`config.mk`:
```
export PLATFORM = sky130hd
export DESIGN_NAME = axi_regfile_slave_flat
export DESIGN_NICKNAME = d
export VERILOG_FILES = /design/src/rtl/axi_regfile_slave_if.sv /design/src/rtl/axi_regfile_slave.sv /design/src/flat_wrapper.sv
export SDC_FILE = /design/constraint.sdc
export NUM_CORES = 1
export LEC_CHECK = 0
export ABC_AREA = 1
export CAP_MARGIN = 20
export CORE_AREA = 2 2 183 185
export DETAILED_ROUTE_END_ITERATION = 12
export DIE_AREA = 0 0 185 187
export SLEW_MARGIN = 20
export SYNTH_ARGS = -nofsm -noshare
export SYNTH_HDL_FRONTEND = slang
export SYNTH_SLANG_ARGS = --single-unit
```
`constraint.sdc`:
```
create_clock -name clk -period 3.27 [get_ports clk]
set_input_delay 0.981 -clock clk [delete_from_list [all_inputs] [get_ports clk]]
set_output_delay 0.981 -clock clk [all_outputs]
set_load 0.005 [all_outputs]
```
`src/rtl/axi_regfile_slave_if.sv`:
```
// rtl/axi_regfile_slave_if.sv - AXI-style five-channel bus bundle for axi_regfile_slave.
// Optional W_STRB lane enables exist only when AXI_REGFILE_WSTRB_EN is defined.
interface axi_regfile_slave_if #(
  parameter int ADDR_W = 4,
  parameter int DATA_W = 8
);
  logic [ADDR_W-1:0] read_address;
  logic              AR_VALID;
  logic              AR_READY;
  logic [DATA_W-1:0] data_read;
  logic [1:0]        R_RESP;
  logic              R_VALID;
  logic              R_READY;
  logic [ADDR_W-1:0] write_address;
  logic              AW_VALID;
  logic              AW_READY;
  logic [DATA_W-1:0] data_write;
  logic              W_VALID;
  logic              W_READY;
  logic [1:0]        B_RESP;
  logic              B_VALID;
  logic              B_READY;
`ifdef AXI_REGFILE_WSTRB_EN
  logic [DATA_W/8-1:0] W_STRB;
`endif

  modport slave (
    input  read_address, AR_VALID, R_READY,
    input  write_address, AW_VALID, data_write, W_VALID, B_READY,
`ifdef AXI_REGFILE_WSTRB_EN
    input  W_STRB,
`endif
    output AR_READY, data_read, R_RESP, R_VALID,
    output AW_READY, W_READY, B_RESP, B_VALID
  );

  modport master (
    output read_address, AR_VALID, R_READY,
    output write_address, AW_VALID, data_write, W_VALID, B_READY,
`ifdef AXI_REGFILE_WSTRB_EN
    output W_STRB,
`endif
    input  AR_READY, data_read, R_RESP, R_VALID,
    input  AW_READY, W_READY, B_RESP, B_VALID
  );
endinterface

```
`src/rtl/axi_regfile_slave.sv`:
```
// rtl/axi_regfile_slave.sv - DEPTH-entry register file behind independent AXI-style read/write engines.
// Byte-strobed writes are enabled by defining AXI_REGFILE_WSTRB_EN.
module axi_regfile_slave #(
  parameter int ADDR_W = 4,
  parameter int DATA_W = 8,
  parameter int DEPTH  = 16
) (
  input  logic clk,
  input  logic rst,
  axi_regfile_slave_if.slave bus
);
  localparam int IDX_W = (DEPTH > 1) ? $clog2(DEPTH) : 1;
  localparam logic [ADDR_W:0] DEPTH_LIM = (ADDR_W+1)'(DEPTH);
  localparam logic [1:0] RESP_OKAY   = 2'b00;
  localparam logic [1:0] RESP_SLVERR = 2'b10;

  typedef enum logic {R_IDLE, R_DATA} r_state_t;
  typedef enum logic [1:0] {W_IDLE, W_ADDR, W_DATA, W_RESP} w_state_t;

  r_state_t r_state;
  w_state_t w_state;

  logic [DATA_W-1:0] mem [DEPTH];
  logic [ADDR_W-1:0] aw_addr_q;
  logic [DATA_W-1:0] w_data_q;

  logic              ar_hs, aw_hs, w_hs;
  logic              commit, commit_ok, rd_ok;
  logic [ADDR_W-1:0] commit_addr;
  logic [DATA_W-1:0] commit_data;
`ifdef AXI_REGFILE_WSTRB_EN
  logic [DATA_W/8-1:0] w_strb_q;
  logic [DATA_W/8-1:0] commit_strb;
`endif

  function automatic logic in_range(input logic [ADDR_W-1:0] a);
    return {1'b0, a} < DEPTH_LIM;
  endfunction

  // The write lands on the edge where the second of AW/W handshakes; the
  // half already captured comes from the holding registers.
  always_comb begin
    ar_hs       = bus.AR_VALID && bus.AR_READY;
    aw_hs       = bus.AW_VALID && bus.AW_READY;
    w_hs        = bus.W_VALID && bus.W_READY;
    commit      = 1'b0;
    commit_addr = bus.write_address;
    commit_data = bus.data_write;
`ifdef AXI_REGFILE_WSTRB_EN
    commit_strb = bus.W_STRB;
`endif
    case (w_state)
      W_IDLE: commit = aw_hs && w_hs;
      W_ADDR: begin
        commit      = w_hs;
        commit_addr = aw_addr_q;
      end
      W_DATA: begin
        commit      = aw_hs;
        commit_data = w_data_q;
`ifdef AXI_REGFILE_WSTRB_EN
        commit_strb = w_strb_q;
`endif
      end
      default: commit = 1'b0;
    endcase
    commit_ok = in_range(commit_addr);
    rd_ok     = in_range(bus.read_address);
  end

  always_ff @(posedge clk or negedge rst) begin
    if (!rst) begin
      for (int i = 0; i < DEPTH; i++) mem[i] <= '0;
    end else if (commit && commit_ok) begin
`ifdef AXI_REGFILE_WSTRB_EN
      for (int b = 0; b < DATA_W/8; b++)
        if (commit_strb[b]) mem[commit_addr[IDX_W-1:0]][b*8 +: 8] <= commit_data[b*8 +: 8];
`else
      mem[commit_addr[IDX_W-1:0]] <= commit_data;
`endif
    end
  end

  // Read engine: mem is sampled before any same-edge write lands, so a
  // colliding read returns the old value.
  always_ff @(posedge clk or negedge rst) begin
    if (!rst) begin
      r_state       <= R_IDLE;
      bus.AR_READY  <= 1'b0;
      bus.R_VALID   <= 1'b0;
      bus.R_RESP    <= RESP_OKAY;
      bus.data_read <= '0;
    end else begin
      case (r_state)
        R_IDLE: begin
          if (ar_hs) begin
            bus.data_read <= rd_ok ? mem[bus.read_address[IDX_W-1:0]] : '0;
            bus.R_RESP    <= rd_ok ? RESP_OKAY : RESP_SLVERR;
            bus.R_VALID   <= 1'b1;
            bus.AR_READY  <= 1'b0;
            r_state       <= R_DATA;
          end else begin
            bus.AR_READY  <= 1'b1;
          end
        end
        default: begin
          if (bus.R_VALID && bus.R_READY) begin
            bus.R_VALID  <= 1'b0;
            bus.AR_READY <= 1'b1;
            r_state      <= R_IDLE;
          end
        end
      endcase
    end
  end

  always_ff @(posedge clk or negedge rst) begin
    if (!rst) begin
      w_state      <= W_IDLE;
      bus.AW_READY <= 1'b0;
      bus.W_READY  <= 1'b0;
      bus.B_VALID  <= 1'b0;
      bus.B_RESP   <= RESP_OKAY;
      aw_addr_q    <= '0;
      w_data_q     <= '0;
`ifdef AXI_REGFILE_WSTRB_EN
      w_strb_q     <= '0;
`endif
    end else if (commit) begin
      bus.B_VALID  <= 1'b1;
      bus.B_RESP   <= commit_ok ? RESP_OKAY : RESP_SLVERR;
      bus.AW_READY <= 1'b0;
      bus.W_READY  <= 1'b0;
      w_state      <= W_RESP;
    end else begin
      case (w_state)
        W_IDLE: begin
          if (aw_hs) begin
            aw_addr_q    <= bus.write_address;
            bus.AW_READY <= 1'b0;
            w_state      <= W_ADDR;
          end else if (w_hs) begin
            w_data_q     <= bus.data_write;
`ifdef AXI_REGFILE_WSTRB_EN
            w_strb_q     <= bus.W_STRB;
`endif
            bus.W_READY  <= 1'b0;
            w_state      <= W_DATA;
          end else begin
            bus.AW_READY <= 1'b1;
            bus.W_READY  <= 1'b1;
          end
        end
        W_RESP: begin
          if (bus.B_VALID && bus.B_READY) begin
            bus.B_VALID  <= 1'b0;
            bus.AW_READY <= 1'b1;
            bus.W_READY  <= 1'b1;
            w_state      <= W_IDLE;
          end
        end
        default: ;
      endcase
    end
  end
endmodule

```
`src/flat_wrapper.sv`:
```
// flat-port wrapper written by rule: the top's interface ports become plain ports
module axi_regfile_slave_flat 
#(
  parameter int ADDR_W = 4,
  parameter int DATA_W = 8,
  parameter int DEPTH  = 16
)
  (clk, rst, bus_read_address, bus_AR_VALID, bus_R_READY, bus_write_address, bus_AW_VALID, bus_data_write, bus_W_VALID, bus_B_READY, bus_AR_READY, bus_data_read, bus_R_RESP, bus_R_VALID, bus_AW_READY, bus_W_READY, bus_B_RESP, bus_B_VALID);
  axi_regfile_slave_if #(.ADDR_W(ADDR_W), .DATA_W(DATA_W)) bus_i ();
  input  logic clk;
  input  logic rst;
  input wire logic [$bits(bus_i.read_address)-1:0] bus_read_address;
  input wire logic [$bits(bus_i.AR_VALID)-1:0] bus_AR_VALID;
  input wire logic [$bits(bus_i.R_READY)-1:0] bus_R_READY;
  input wire logic [$bits(bus_i.write_address)-1:0] bus_write_address;
  input wire logic [$bits(bus_i.AW_VALID)-1:0] bus_AW_VALID;
  input wire logic [$bits(bus_i.data_write)-1:0] bus_data_write;
  input wire logic [$bits(bus_i.W_VALID)-1:0] bus_W_VALID;
  input wire logic [$bits(bus_i.B_READY)-1:0] bus_B_READY;
  output wire logic [$bits(bus_i.AR_READY)-1:0] bus_AR_READY;
  output wire logic [$bits(bus_i.data_read)-1:0] bus_data_read;
  output wire logic [$bits(bus_i.R_RESP)-1:0] bus_R_RESP;
  output wire logic [$bits(bus_i.R_VALID)-1:0] bus_R_VALID;
  output wire logic [$bits(bus_i.AW_READY)-1:0] bus_AW_READY;
  output wire logic [$bits(bus_i.W_READY)-1:0] bus_W_READY;
  output wire logic [$bits(bus_i.B_RESP)-1:0] bus_B_RESP;
  output wire logic [$bits(bus_i.B_VALID)-1:0] bus_B_VALID;
  assign bus_i.read_address = bus_read_address;
  assign bus_i.AR_VALID = bus_AR_VALID;
  assign bus_i.R_READY = bus_R_READY;
  assign bus_i.write_address = bus_write_address;
  assign bus_i.AW_VALID = bus_AW_VALID;
  assign bus_i.data_write = bus_data_write;
  assign bus_i.W_VALID = bus_W_VALID;
  assign bus_i.B_READY = bus_B_READY;
  assign bus_AR_READY = bus_i.AR_READY;
  assign bus_data_read = bus_i.data_read;
  assign bus_R_RESP = bus_i.R_RESP;
  assign bus_R_VALID = bus_i.R_VALID;
  assign bus_AW_READY = bus_i.AW_READY;
  assign bus_W_READY = bus_i.W_READY;
  assign bus_B_RESP = bus_i.B_RESP;
  assign bus_B_VALID = bus_i.B_VALID;
  axi_regfile_slave #(.ADDR_W(ADDR_W), .DATA_W(DATA_W), .DEPTH(DEPTH)) u_core (.clk(clk), .rst(rst), .bus(bus_i));
endmodule
```
==> results.md <==
* Die Wd at 185 µm
* # setup viols final at 0
* Vias in the first global route at 6634
* H-tree Lvls at 4
* CP arrival at 2.74 ns
* DRC violations left at 0
* Syn_area_per_cell at 7.624 µm²
* CTS tree: built
* Hold_ws at 0.4343 ns
* Pre-CTS setup slack at 0.4134 ns
* Final Util at 0.2889
* Status: complete, no violations
* Setup TNS at 0 ns
* Hold_buf cts at 0
* Yosys cell types at 26
* First-pass GRT wire length at ~36000 µm
* Chip height at 187 µm
* Hpwl dp at 14230 µm
* Largest net degree at the start of global routing at between 70 and 80
* Tmin final at ~2.4 ns
* Pleak at 4.905 nW
* Ys Warns at 0
* Clock Latency Late Sink at 0.43 ns
* Top achievable clock speed at 413.6 MHz
* Critical path endpoint category: flop
* Initial Utilization at 0.2462
* Setup ws final at 0.8521 ns
* Num CTS Buffers at 17
* Clock skew at 0.007682 ns
* Slew Limit Fails at 0
* Routed wire length at 22090 µm
* Row cnt at 67
* Root Buffer: clkbuf_16
* Sequential fraction of the synthesis area at 0.4826
* Hold crit path type: in -> async
* PortBufs at 35
* Rel. slew slack at 0.6059
* Final Instance Count excl. Fillers at 1546
* I/O pin count at 40
* Max Root-Sink Buffers at 2
* Area delta synth->final at 17.37%
* Share of layout cells above drive strength 1 at 0.09654
* Fin crit share at 0.7394
* Worst slew pin tran at 0.5905 ns
* Die area at around 35000 µm²
* Unrepaired setup endpoints after global routing: no
* WS Path Type: in -> reg
* All-Layer GR Usage at 0.1325
* Vias per inst at 4.500
* Hold Violations, Final at 0
* Nets at 1113
* Maximum vdd drop at 0.0003878 V
* Placed cell area at 8914 µm²
* Total power at approximately 8 mW
* Router iterations before antenna repair at 5
* Post-synthesis cell count at around 1100
* Wire per inst at 14.29 µm
* Antenna-violating nets left at 0
* Antenna Cells at 0
* RePlAce Congestion at 0.8149
* CP Max Fanout at 77
* Post-CTS setup buffers at 0
* Max-Cap Viols at 0
* Post-CTS sizing at 0
* Setup crit start kind: input port
* Via count at 6957
* Yosys reg bits at 156
* P per Cell Area at 822.7 nW/µm²
* Initial antenna violation count at 0
* Initial drt markers at 619
* Synthesized area at 8089 µm²
* Core area at 32860 µm²
* Clk pin slew, worst setup/hold paths at 0.06 ns
* Post-route cell area at roughly 9500 µm²
* Placed Cells at 1514
* Total grt overflow at 0
* Critical path data required time at between 3 and 4 ns
* Clock Sink Count at 156
cells in the mapped netlist, drive strengths merged:
library cell,count,area [µm²]
nand4,4,25.02
clkbuf,13,48.80
clkinv,1,3.750
ha,5,62.56
dfrtp,156,3904
a21oi,2,10.01
nand2,532,2155
conb,1,3.750
o21ai,24,146.4
buf,42,260.2
inv,32,122.6
nand3,228,1146
nor2,21,201.4
cell families (layout without fill, tap and decap cells):
family,count (synthesis),in the layout,synth area share
fa+ha+maj,5,5,0.007734
other cells,1,4,0.0004636
compound gates,26,26,0.01933
flops,156,156,0.4826
simple gates,785,785,0.4360
buf+inv,88,122,0.05383
worst max-delay path, cell delays in order:
cell and delay (ns):
clkdlybuf4s50_1 0.45, nand2_1 0.08, inv_1 0.11, nand2_2 0.09, nand3_2 0.12, nand2_4 0.10
inv_4 0.13, buf_12 0.32, nand2_2 0.19, nand2_1 0.11, nand2_1 0.05
routing by layer:
| metal | track usage | vias up | part of all wire |
|---|---|---|---|
| met4 | 0.04029 | 0 | 0.018 |
| met2 | 0.1884 | 196 | 0.43 |
| met5 | 0 | - | 0 |
| met3 | 0.03174 | 34 | 0.056 |
| li1 | - | 3443 | - |
| met1 | 0.1968 | 3284 | 0.50 |
sequential cells by signal, summed over array words and instances (netlist names):
signal,cells
u_core.bus.AW_READY,1
u_core.bus.B_VALID,1
u_core.mem,128
u_core.bus.data_read,8
u_core.bus.R_VALID,1
u_core.w_data_q,8
u_core.r_state,1
u_core.bus.AR_READY,1
u_core.w_state,2
u_core.bus.W_READY,1
u_core.aw_addr_q,4
where the power goes:
part	internal, mW	leakage [nW]	switching [mW]
combinational	0.917	2.54	1.89
clock	1.17	0.282	0.798
sequential	2.64	2.08	0.402
final timing paths:
path	to	cells after the start	slack, ns	from
min	u_core.bus.W_READY	1	0.43	rst
min in group clk	u_core.mem[125]	2	0.47	u_core.mem[125]
max reg2reg	u_core.mem[89]	10	0.96	u_core.w_state[1]
min reg2reg	u_core.mem[125]	2	0.47	u_core.mem[125]
max	u_core.mem[89]	11	0.85	bus_W_VALID
max in group asynchronous	u_core.r_state	2	2.11	rst
placed cells by master, fill, tap and decap left out, drive strengths merged:
master / n
a21oi: 2
buf: 24
bufinv: 2
clkbuf: 23
clkdlybuf4s50: 33
clkinv: 6
clkinvlp: 1
conb: 4
dfrtp: 156
ha: 5
inv: 33
nand2: 532
nand3: 228
nand4: 4
nor2: 21
o21ai: 24
layout make-up:
type,count,area (µm²)
Fill cell,3595,23370
Sequential cell,156,3904
Multi-Input combinational cell,820,3761
Timing Repair Buffer,57,561.8
Tap cell,448,560.5
Clock buffer,23,467.9
Inverter,33,126.4
Clock inverter,9,112.6
(Power assumes the default switching activity.)
